## src/rtl/sdram_arbit_pkg.sv

```systemverilog
// Shared definitions for the SDRAM command arbiter: command encodings
// {cs_n,ras_n,cas_n,we_n}, arbiter states and the default refresh interval.
package sdram_arbit_pkg;

    // 15 us at 50 MHz
    localparam int unsigned REF_PERIOD_DEF = 750;

    localparam logic [3:0] CMD_NOP  = 4'b0111;
    localparam logic [3:0] CMD_PRE  = 4'b0010;
    localparam logic [3:0] CMD_AREF = 4'b0001;
    localparam logic [3:0] CMD_MSET = 4'b0000;
    localparam logic [3:0] CMD_ACT  = 4'b0011;
    localparam logic [3:0] CMD_WR   = 4'b0100;
    localparam logic [3:0] CMD_RD   = 4'b0101;

    typedef enum logic [2:0] {
        ST_INIT,
        ST_ARBIT,
        ST_AREF,
        ST_WRITE,
        ST_READ
    } state_t;

endpackage

```

## src/rtl/sdram_ref_timer.sv

```systemverilog
// Auto-refresh interval timer. Raises ref_req every REF_PERIOD cycles once
// initialisation is done, drops it when the arbiter grants the refresh, and
// latches ref_miss if an interval expires while the previous one is still
// waiting for its grant.
module sdram_ref_timer
    import sdram_arbit_pkg::*;
#(
    parameter int unsigned REF_PERIOD = REF_PERIOD_DEF
) (
    input  logic sclk,
    input  logic s_rst_n,
    input  logic flag_init_end,
    input  logic ref_en,
    output logic ref_req,
    output logic ref_miss
);

    localparam int unsigned   CW   = (REF_PERIOD > 1) ? $clog2(REF_PERIOD) : 1;
    localparam logic [CW-1:0] LAST = CW'(REF_PERIOD - 1);

    logic [CW-1:0] cnt_q, cnt_d;
    logic          req_q, req_d;
    logic          miss_q, miss_d;
    logic          wrap;

    // A wrap coinciding with the grant leaves the request set for the new
    // interval; only a wrap against an ungranted request counts as a miss.
    always_comb begin
        wrap   = flag_init_end && (cnt_q == LAST);
        cnt_d  = (!flag_init_end || wrap) ? '0 : cnt_q + 1'b1;
        req_d  = wrap | (req_q & ~ref_en);
        miss_d = miss_q | (wrap & req_q & ~ref_en);
    end

    // Interval counter and request/miss flags
    always_ff @(posedge sclk) begin
        if (!s_rst_n) begin
            cnt_q  <= '0;
            req_q  <= 1'b0;
            miss_q <= 1'b0;
        end else begin
            cnt_q  <= cnt_d;
            req_q  <= req_d;
            miss_q <= miss_d;
        end
    end

    assign ref_req  = req_q;
    assign ref_miss = miss_q;

endmodule

```

## src/rtl/sdram_arbit.sv

```systemverilog
// SDRAM command bus arbiter. After the init sequencer finishes, grants the
// bus to the refresh, write or read engine (refresh first, then write, then
// read) and muxes the owning engine's command, address and bank onto the
// SDRAM pins until that engine signals completion.
module sdram_arbit
    import sdram_arbit_pkg::*;
#(
    parameter int unsigned REF_PERIOD = REF_PERIOD_DEF,
    parameter logic [3:0]  NOP        = CMD_NOP
) (
    input  logic        sclk,
    input  logic        s_rst_n,
    input  logic        flag_init_end,
    input  logic [3:0]  init_cmd,
    input  logic [11:0] init_addr,
    input  logic [3:0]  ref_cmd,
    input  logic [3:0]  wr_cmd,
    input  logic [3:0]  rd_cmd,
    input  logic [11:0] ref_addr,
    input  logic [11:0] wr_addr,
    input  logic [11:0] rd_addr,
    input  logic [1:0]  wr_ba,
    input  logic [1:0]  rd_ba,
    input  logic        wr_req,
    input  logic        rd_req,
    input  logic        ref_end,
    input  logic        wr_end,
    input  logic        rd_end,
    output logic        ref_en,
    output logic        wr_en,
    output logic        rd_en,
    output logic        ref_req,
    output logic        ref_miss,
    output logic [3:0]  sdram_cmd,
    output logic [11:0] sdram_addr,
    output logic [1:0]  sdram_ba,
    output logic        sdram_cke
);

    state_t state_q;
    logic   ref_en_q, wr_en_q, rd_en_q;

    sdram_ref_timer #(
        .REF_PERIOD (REF_PERIOD)
    ) u_ref_timer (
        .sclk          (sclk),
        .s_rst_n       (s_rst_n),
        .flag_init_end (flag_init_end),
        .ref_en        (ref_en_q),
        .ref_req       (ref_req),
        .ref_miss      (ref_miss)
    );

    // Arbiter FSM: grant pulses are registered with the state change so each
    // is high only for the first cycle spent in the granted state.
    always_ff @(posedge sclk) begin
        if (!s_rst_n) begin
            state_q  <= ST_INIT;
            ref_en_q <= 1'b0;
            wr_en_q  <= 1'b0;
            rd_en_q  <= 1'b0;
        end else begin
            ref_en_q <= 1'b0;
            wr_en_q  <= 1'b0;
            rd_en_q  <= 1'b0;
            case (state_q)
                ST_INIT: begin
                    if (flag_init_end) state_q <= ST_ARBIT;
                end
                ST_ARBIT: begin
                    if (ref_req) begin
                        state_q  <= ST_AREF;
                        ref_en_q <= 1'b1;
                    end else if (wr_req) begin
                        state_q <= ST_WRITE;
                        wr_en_q <= 1'b1;
                    end else if (rd_req) begin
                        state_q <= ST_READ;
                        rd_en_q <= 1'b1;
                    end
                end
                ST_AREF: begin
                    if (ref_end) state_q <= ST_ARBIT;
                end
                ST_WRITE: begin
                    if (wr_end) state_q <= ST_ARBIT;
                end
                ST_READ: begin
                    if (rd_end) state_q <= ST_ARBIT;
                end
                default: state_q <= ST_INIT;
            endcase
        end
    end

    // Command bus mux selected by the current owner
    always_comb begin
        sdram_cmd  = NOP;
        sdram_addr = '0;
        sdram_ba   = '0;
        case (state_q)
            ST_INIT: begin
                sdram_cmd  = init_cmd;
                sdram_addr = init_addr;
            end
            ST_AREF: begin
                sdram_cmd  = ref_cmd;
                sdram_addr = ref_addr;
            end
            ST_WRITE: begin
                sdram_cmd  = wr_cmd;
                sdram_addr = wr_addr;
                sdram_ba   = wr_ba;
            end
            ST_READ: begin
                sdram_cmd  = rd_cmd;
                sdram_addr = rd_addr;
                sdram_ba   = rd_ba;
            end
            default: ;
        endcase
    end

    assign ref_en    = ref_en_q;
    assign wr_en     = wr_en_q;
    assign rd_en     = rd_en_q;
    assign sdram_cke = 1'b1;

endmodule

```

## config.mk

```make
export PLATFORM = sky130hd
export DESIGN_NAME = sdram_arbit
export DESIGN_NICKNAME = d
export VERILOG_FILES = /design/src/rtl/sdram_arbit_pkg.sv /design/src/rtl/sdram_ref_timer.sv /design/src/rtl/sdram_arbit.sv
export SDC_FILE = /design/constraint.sdc
export NUM_CORES = 1
export LEC_CHECK = 0
export ABC_AREA = 1
export BUFFER_PORTS_ARGS = -buffer_cell sky130_fd_sc_hd__buf_2
export CAP_MARGIN = 5
export CORE_UTILIZATION = 41
export CTS_BUF_LIST = sky130_fd_sc_hd__clkbuf_4
export DETAILED_ROUTE_END_ITERATION = 6
export PLACE_DENSITY = 0.82
export SYNTH_ARGS = -nofsm -noshare
export SYNTH_HDL_FRONTEND = slang
export SYNTH_SLANG_ARGS = --single-unit
```

## constraint.sdc

```tcl
create_clock -name sclk -period 1.4 [get_ports sclk]
set_input_delay 0.21 -clock sclk [delete_from_list [all_inputs] [get_ports sclk]]
set_output_delay 0.21 -clock sclk [all_outputs]
set_load 0.01 [all_outputs]
```

After elaboration in Yosys (flattened, before gate mapping)
Cells that the tools add are included.
{ "totals": {"register_bits": 18, "input_bits": 76, "output_inout_bits": 24, "word_cells": 49} }
{ "op_classes": {"addsub": 1, "eq_ne": 10, "muxes": 14, "bitwise_logic": 8, "reduce_logical": 9} }
{ "op_table": {"columns": ["op", "count"], "rows": [
  ["12-bit one-hot mux with 4 select lines", 1],
  ["3-bit 2-to-1 mux", 7],
  ["4-bit one-hot mux with 4 select lines", 1],
  ["3-bit one-hot mux with 5 select lines", 1],
  ["10-bit by 1-bit adder with 10-bit output (second input constant)", 1],
  ["10-bit equality test (second input constant)", 1],
  ["2-bit inequality test (second input constant)", 4],
  ["3-bit by 2-bit equality test with 1-bit output (second input constant)", 2],
  ["5-bit AND reduction", 1],
  ["4-bit by 3-bit inequality test with 1-bit output (second input constant)", 1],
  ["2-bit one-hot mux with 2 select lines", 1],
  ["4-bit OR reduction", 1],
  ["1-bit bitwise AND", 3],
  ["3-bit by 1-bit equality test with 1-bit output (second input constant)", 1],
  ["3-bit equality test (second input constant)", 1],
  ["3-bit zero test", 1],
  ["1-bit 2-to-1 mux", 3],
  ["1-bit inverter", 3],
  ["3-bit OR reduction", 1],
  ["1-bit bitwise OR", 2],
  ["2-bit AND reduction", 1],
  ["2-bit OR reduction", 1],
  ["1-bit logical AND", 1],
  ["1-bit zero test", 1],
  ["1-bit logical OR", 1]
]} }

Logic depth before layout (Yosys ltp)
{ "depth": {"ltp_word": 5, "ltp_mapped": 9} }

Modules after synthesis
Synthesis repeated with hierarchy kept, for this count alone.
{ "unflattened": {"cells_unflattened": 229, "area_unflattened_um2": 1400.1} }
{ "modules_own_cells": {"columns": ["module", "n_inst", "cells_per_inst", "area_each_um2", "seq_area_each_um2"], "rows": [
  ["sdram_arbit", 1, 150, 808.3, 120.1],
  ["sdram_ref_timer", 1, 79, 591.8, 240.2]
]} }

Worst setup path before layout
No wires, ideal clock.
{ "synth_path": {"kind": "register to output", "from": "register state_q[1]", "to": "output sdram_addr[10]", "arrival_ns": 1.076, "slack_ns": 0.114, "stages_incl_launch_ff": 8, "cell_sequence": "dfxtp_1 -> buf_4 -> nor2_2 -> nand2_1 -> inv_2 -> buf_2 -> nand2_1 -> nand4_1"} }
{ "synth_between": {"elab_chain_cells": 2, "elab_cells_between_ends": 5} }
{ "synth_rtl": {"columns": ["item", "line", "text"], "rows": [
  ["start, declared", "sdram_arbit.sv:40", "state_t state_q;"],
  ["start signal, assigned", "sdram_arbit.sv:58", "state_q <= ST_INIT;"],
  ["start signal, assigned", "sdram_arbit.sv:68", "if (flag_init_end) state_q <= ST_ARBIT;"],
  ["start signal, assigned", "sdram_arbit.sv:72", "state_q <= ST_AREF;"],
  ["3-bit equality test, or another cell as far along", "sdram_arbit.sv:101", "case (state_q)"],
  ["12-bit one-hot mux with 4 select lines (*)", "sdram_arbit.sv:101", null],
  ["end, declared", "sdram_arbit.sv:35", "output logic [11:0] sdram_addr,"]
]} }
Every way passes the cells marked *; elsewhere a longest branch is shown, timed or not.

Worst setup path in the final report
{ "layout_path": {"from": "register state_q[2]", "to": "output sdram_addr[9]"} }
The elaborated chain is that of the path after synthesis.

==> key figures <==
Power
  • Max VDD drop: 0.7418 mV
  • Combinational Power Share: 0.670
  • Sw Ratio: 0.4569
  • PD cells: 1309 nW/µm²
  • Sw power: 1.284 mW
  • Clock share of power: 0.097
  • Leak pwr: 1.103 nW
  • Cell-internal power: 1.526 mW
  • Sequential power share: 0.233

Critical path
  • Crit path DAT: 1.43 ns
  • Cell Chain, Critical Path: nor2_4 -> nand2_2 -> inv_4 -> clkbuf_16 -> nand2_1 -> nand4_1 -> buf_2
  • Worst setup SP type: register
  • Critical Path RT: 1.19 ns
  • CP Capture Type: output port
  • CP peak stage delay: 0.40 ns
  • Setup CP Type: register to output port
  • CP Max Fanout: 7
  • Slowest CP cell: dfxtp_4

CTS
  • Worst skew pair latency: 0.30 ns
  • CTS root buffer: clkbuf_4
  • CTS Buffer Depth: 2
  • # clock sinks: 18
  • CTS tree: yes
  • H-tree Lvls: 1
  • Clock buffer count from CTS: 3
  • Worst-path clk slew: 0.10 ns

Run status
  • Failing checks: negative setup slack
  • Status: complete, but fails checks

Drt
  • Avg WL per Cell: 11.73 µm
  • DR vias: 1892
  • Antenna Violating Nets Remaining: 0
  • TritonRoute pass-1 iters: 4
  • Vias/cell: 4.902
  • Final wirelength: 4.527 mm
  • DRC: 0
  • Drt initial violations: 99

Yosys
  • Synth Area in Adders: 0.01885
  • Multiplexer share of the synthesized area: 0
  • Cell taking the most area after synthesis: dfxtp_1
  • Synthesized instance count: 228
  • Main combinational cell family by area after synthesis: simple AND/OR/NAND/NOR gates
  • Post-synth cell types: 22
  • Number of synthesized flops with an enable pin: 0
  • Top-area cell type share of the netlist area: 0.2714
  • Syn_area_per_cell: 5.822 µm²
  • Post-Syn Area: 1328 µm²
  • XOR/XNOR Fraction of Synth Area: 0.01320
  • Sequential area share after synthesis: 0.2714
  • Simple-gate area share of the yosys netlist: 0.5080
  • Number of synthesized register bits: 18
  • Yosys synthesis warning count: 0
  • Compound-gate portion of the synthesized area: 0.07729
  • Most used DFF post-synth: dfxtp_1
  • Async set or reset register ratio after synthesis: 0
  • Syn Nets: 306
  • Top post-synthesis cells by area: dfxtp_1, nand2_1, nand4_1, inv_1, nand3_1

Floorplan
  • Die Height: 58.90 µm
  • CORE AREA: 3053 µm²
  • Die ar.: 3469 µm²
  • Die Wd: 58.90 µm
  • # rows: 20
  • Top Ports: 100
  • Starting Density: 0.4348

Global route
  • Antenna violations before repair: 0
  • Met3 usage: 0.04835
  • Met1 usage: 0.2541
  • Vias in the first global route: 1593
  • First-pass GRT wire length: 6.354 mm
  • Largest net degree at the start of global routing: 11
  • GR Util met2: 0.4562
  • GR peak layer: met2
  • GRT overflow: 0
  • Tot GR Track Use: 0.2366

Finish
  • Diode count: 0
  • Synthesis-to-finish area growth: 61.73%
  • Share of cells above drive strength 1: 0.4357
  • NumNets Final: 421
  • Final Util: 0.7033

Hold path
  • Worst hold-check path type: input pin to register

STA
  • Final Max Slew Viols: 0
  • Final setup TNS: -4.008 ns
  • Tcrit/Tclk final: 1.174
  • Achievable Freq: 0.6083 GHz
  • Tmin final: 1.644 ns
  • Worst Clk Skew: 0.002887 ns
  • RSZ-0062 raised after global routing: yes
  • Final Hold Fails: 0
  • Fin worst setup slack: -0.2439 ns
  • # setup viols final: 21

Run
  • Max Cap Violations: 0

Place
  • IO buf count: 98
  • GP Congestion: 0.7739
  • DP Wirelength: 3.182 mm
Yosys cell counts (3+ instances only):
| master | number |
|---|---|
| nand3_1 | 16 |
| a21oi_1 | 14 |
| o21ai_0 | 3 |
| dfxtp_1 | 18 |
| nand4_1 | 16 |
| nand2_1 | 93 |
| nor2_1 | 15 |
| inv_1 | 22 |
| buf_2 | 4 |
| nor2_2 | 3 |
| inv_2 | 4 |
| nor3_1 | 4 |
final timing paths:
path                                      startpoint                    to  slack (ns)  cells past startpoint
worst max-delay path                      state_q[2]         sdram_addr[9]       -0.24                      7
worst min-delay path                          rd_req                 rd_en        0.17                      3
worst max register to register            state_q[2]            state_q[1]       -0.05                     10
worst min register to register  u_ref_timer.ref_miss  u_ref_timer.ref_miss        0.46                      2
layer usage:
metal,vias up,wire length (µm)
met3,7,361
met4,0,48
met1,853,1734
met2,70,2383
met5,-,0
li1,962,-
layout by cell type (no fill, tap or decap), types with 2 or more instances in the layout:
| master | count |
|---|---|
| nand4_1 | 16 |
| a21oi_1 | 13 |
| inv_1 | 22 |
| buf_6 | 4 |
| nor2_1 | 14 |
| ha_1 | 2 |
| nand3_1 | 13 |
| inv_4 | 3 |
| nor2_4 | 4 |
| nor3_1 | 4 |
| buf_4 | 10 |
| clkinvlp_4 | 2 |
| nand2_2 | 6 |
| buf_12 | 2 |
| xor2_1 | 2 |
| dfxtp_4 | 3 |
| nand2_1 | 86 |
| a22o_1 | 2 |
| nand2_4 | 3 |
| nand3_2 | 5 |
| dfxtp_1 | 14 |
| o21ai_0 | 2 |
| buf_2 | 98 |
| clkbuf_4 | 3 |
layout make-up:
| class | instances | area [µm²] |
|---|---|---|
| fill | 283 | 905.9 |
| multi-input combinational | 177 | 892.1 |
| timing repair buffer | 115 | 675.6 |
| sequential | 18 | 372.9 |
| inverter | 26 | 110.1 |
| tap | 44 | 55.05 |
| clock buffer | 3 | 22.52 |
| timing repair inverter | 2 | 15.01 |
| clock inverter | 1 | 3.754 |
registers in the layout, indices dropped and copies added (netlist names):
name,flops
state_q,3
rd_en,1
ref_en,1
wr_en,1
u_ref_timer.ref_miss,1
u_ref_timer.cnt_q,10
u_ref_timer.ref_req,1
timing repair:
action,in CTS,in global routing
pin swaps,2,7
hold buffers,0,0
endpoints found under the hold margin,0,0
buffers inserted,4,1
resized for setup,23,13
endpoints found under the setup margin,19,22
cloned,3,1
power by group through the flow:
stage / registers [mW] / logic [mW] / clock network [mW]
after floorplan: 0.595 / 0.909 / 0
after global placement: 0.614 / 1.52 / 0
after detailed placement: 0.617 / 1.52 / 0
after CTS: 0.632 / 1.73 / 0.274
after global routing: 0.660 / 2.06 / 0.294
final: 0.654 / 1.88 / 0.273
cells by family (layout without fill, tap and decap cells):
kind of cell	after synthesis	after routing
XOR/XNOR	2	2
buffers and inverters	33	147
AND/OR/NAND/NOR	153	153
other	1	1
adder cells (fa/ha/maj)	2	2
AO/OA/AOI/OAI	19	19
flip-flops	18	18
per-stage QoR:
stage	power [mW]	instance area [µm²]	hold WS, ns	setup slack, ns	cells
after detailed placement	2.140	1927	0.4423	0.005849	373
after global routing	3.009	2147	0.1916	-0.2992	386
after CTS	2.639	2071	0.1757	-0.2096	384
after floorplan	1.504	1328	0.3307	0.1138	228
final	2.811	2147	0.1678	-0.2439	386
after global placement	2.129	1927	0.4336	0.01211	373
critical path: cells and delay by family, from the launching register on:
| kind | cells | cell delay [ns] |
|---|---|---|
| buf+inv | 3 | 0.39 |
| flops | 1 | 0.40 |
| simple gates | 4 | 0.35 |
Power figures use the tool's default switching activity.
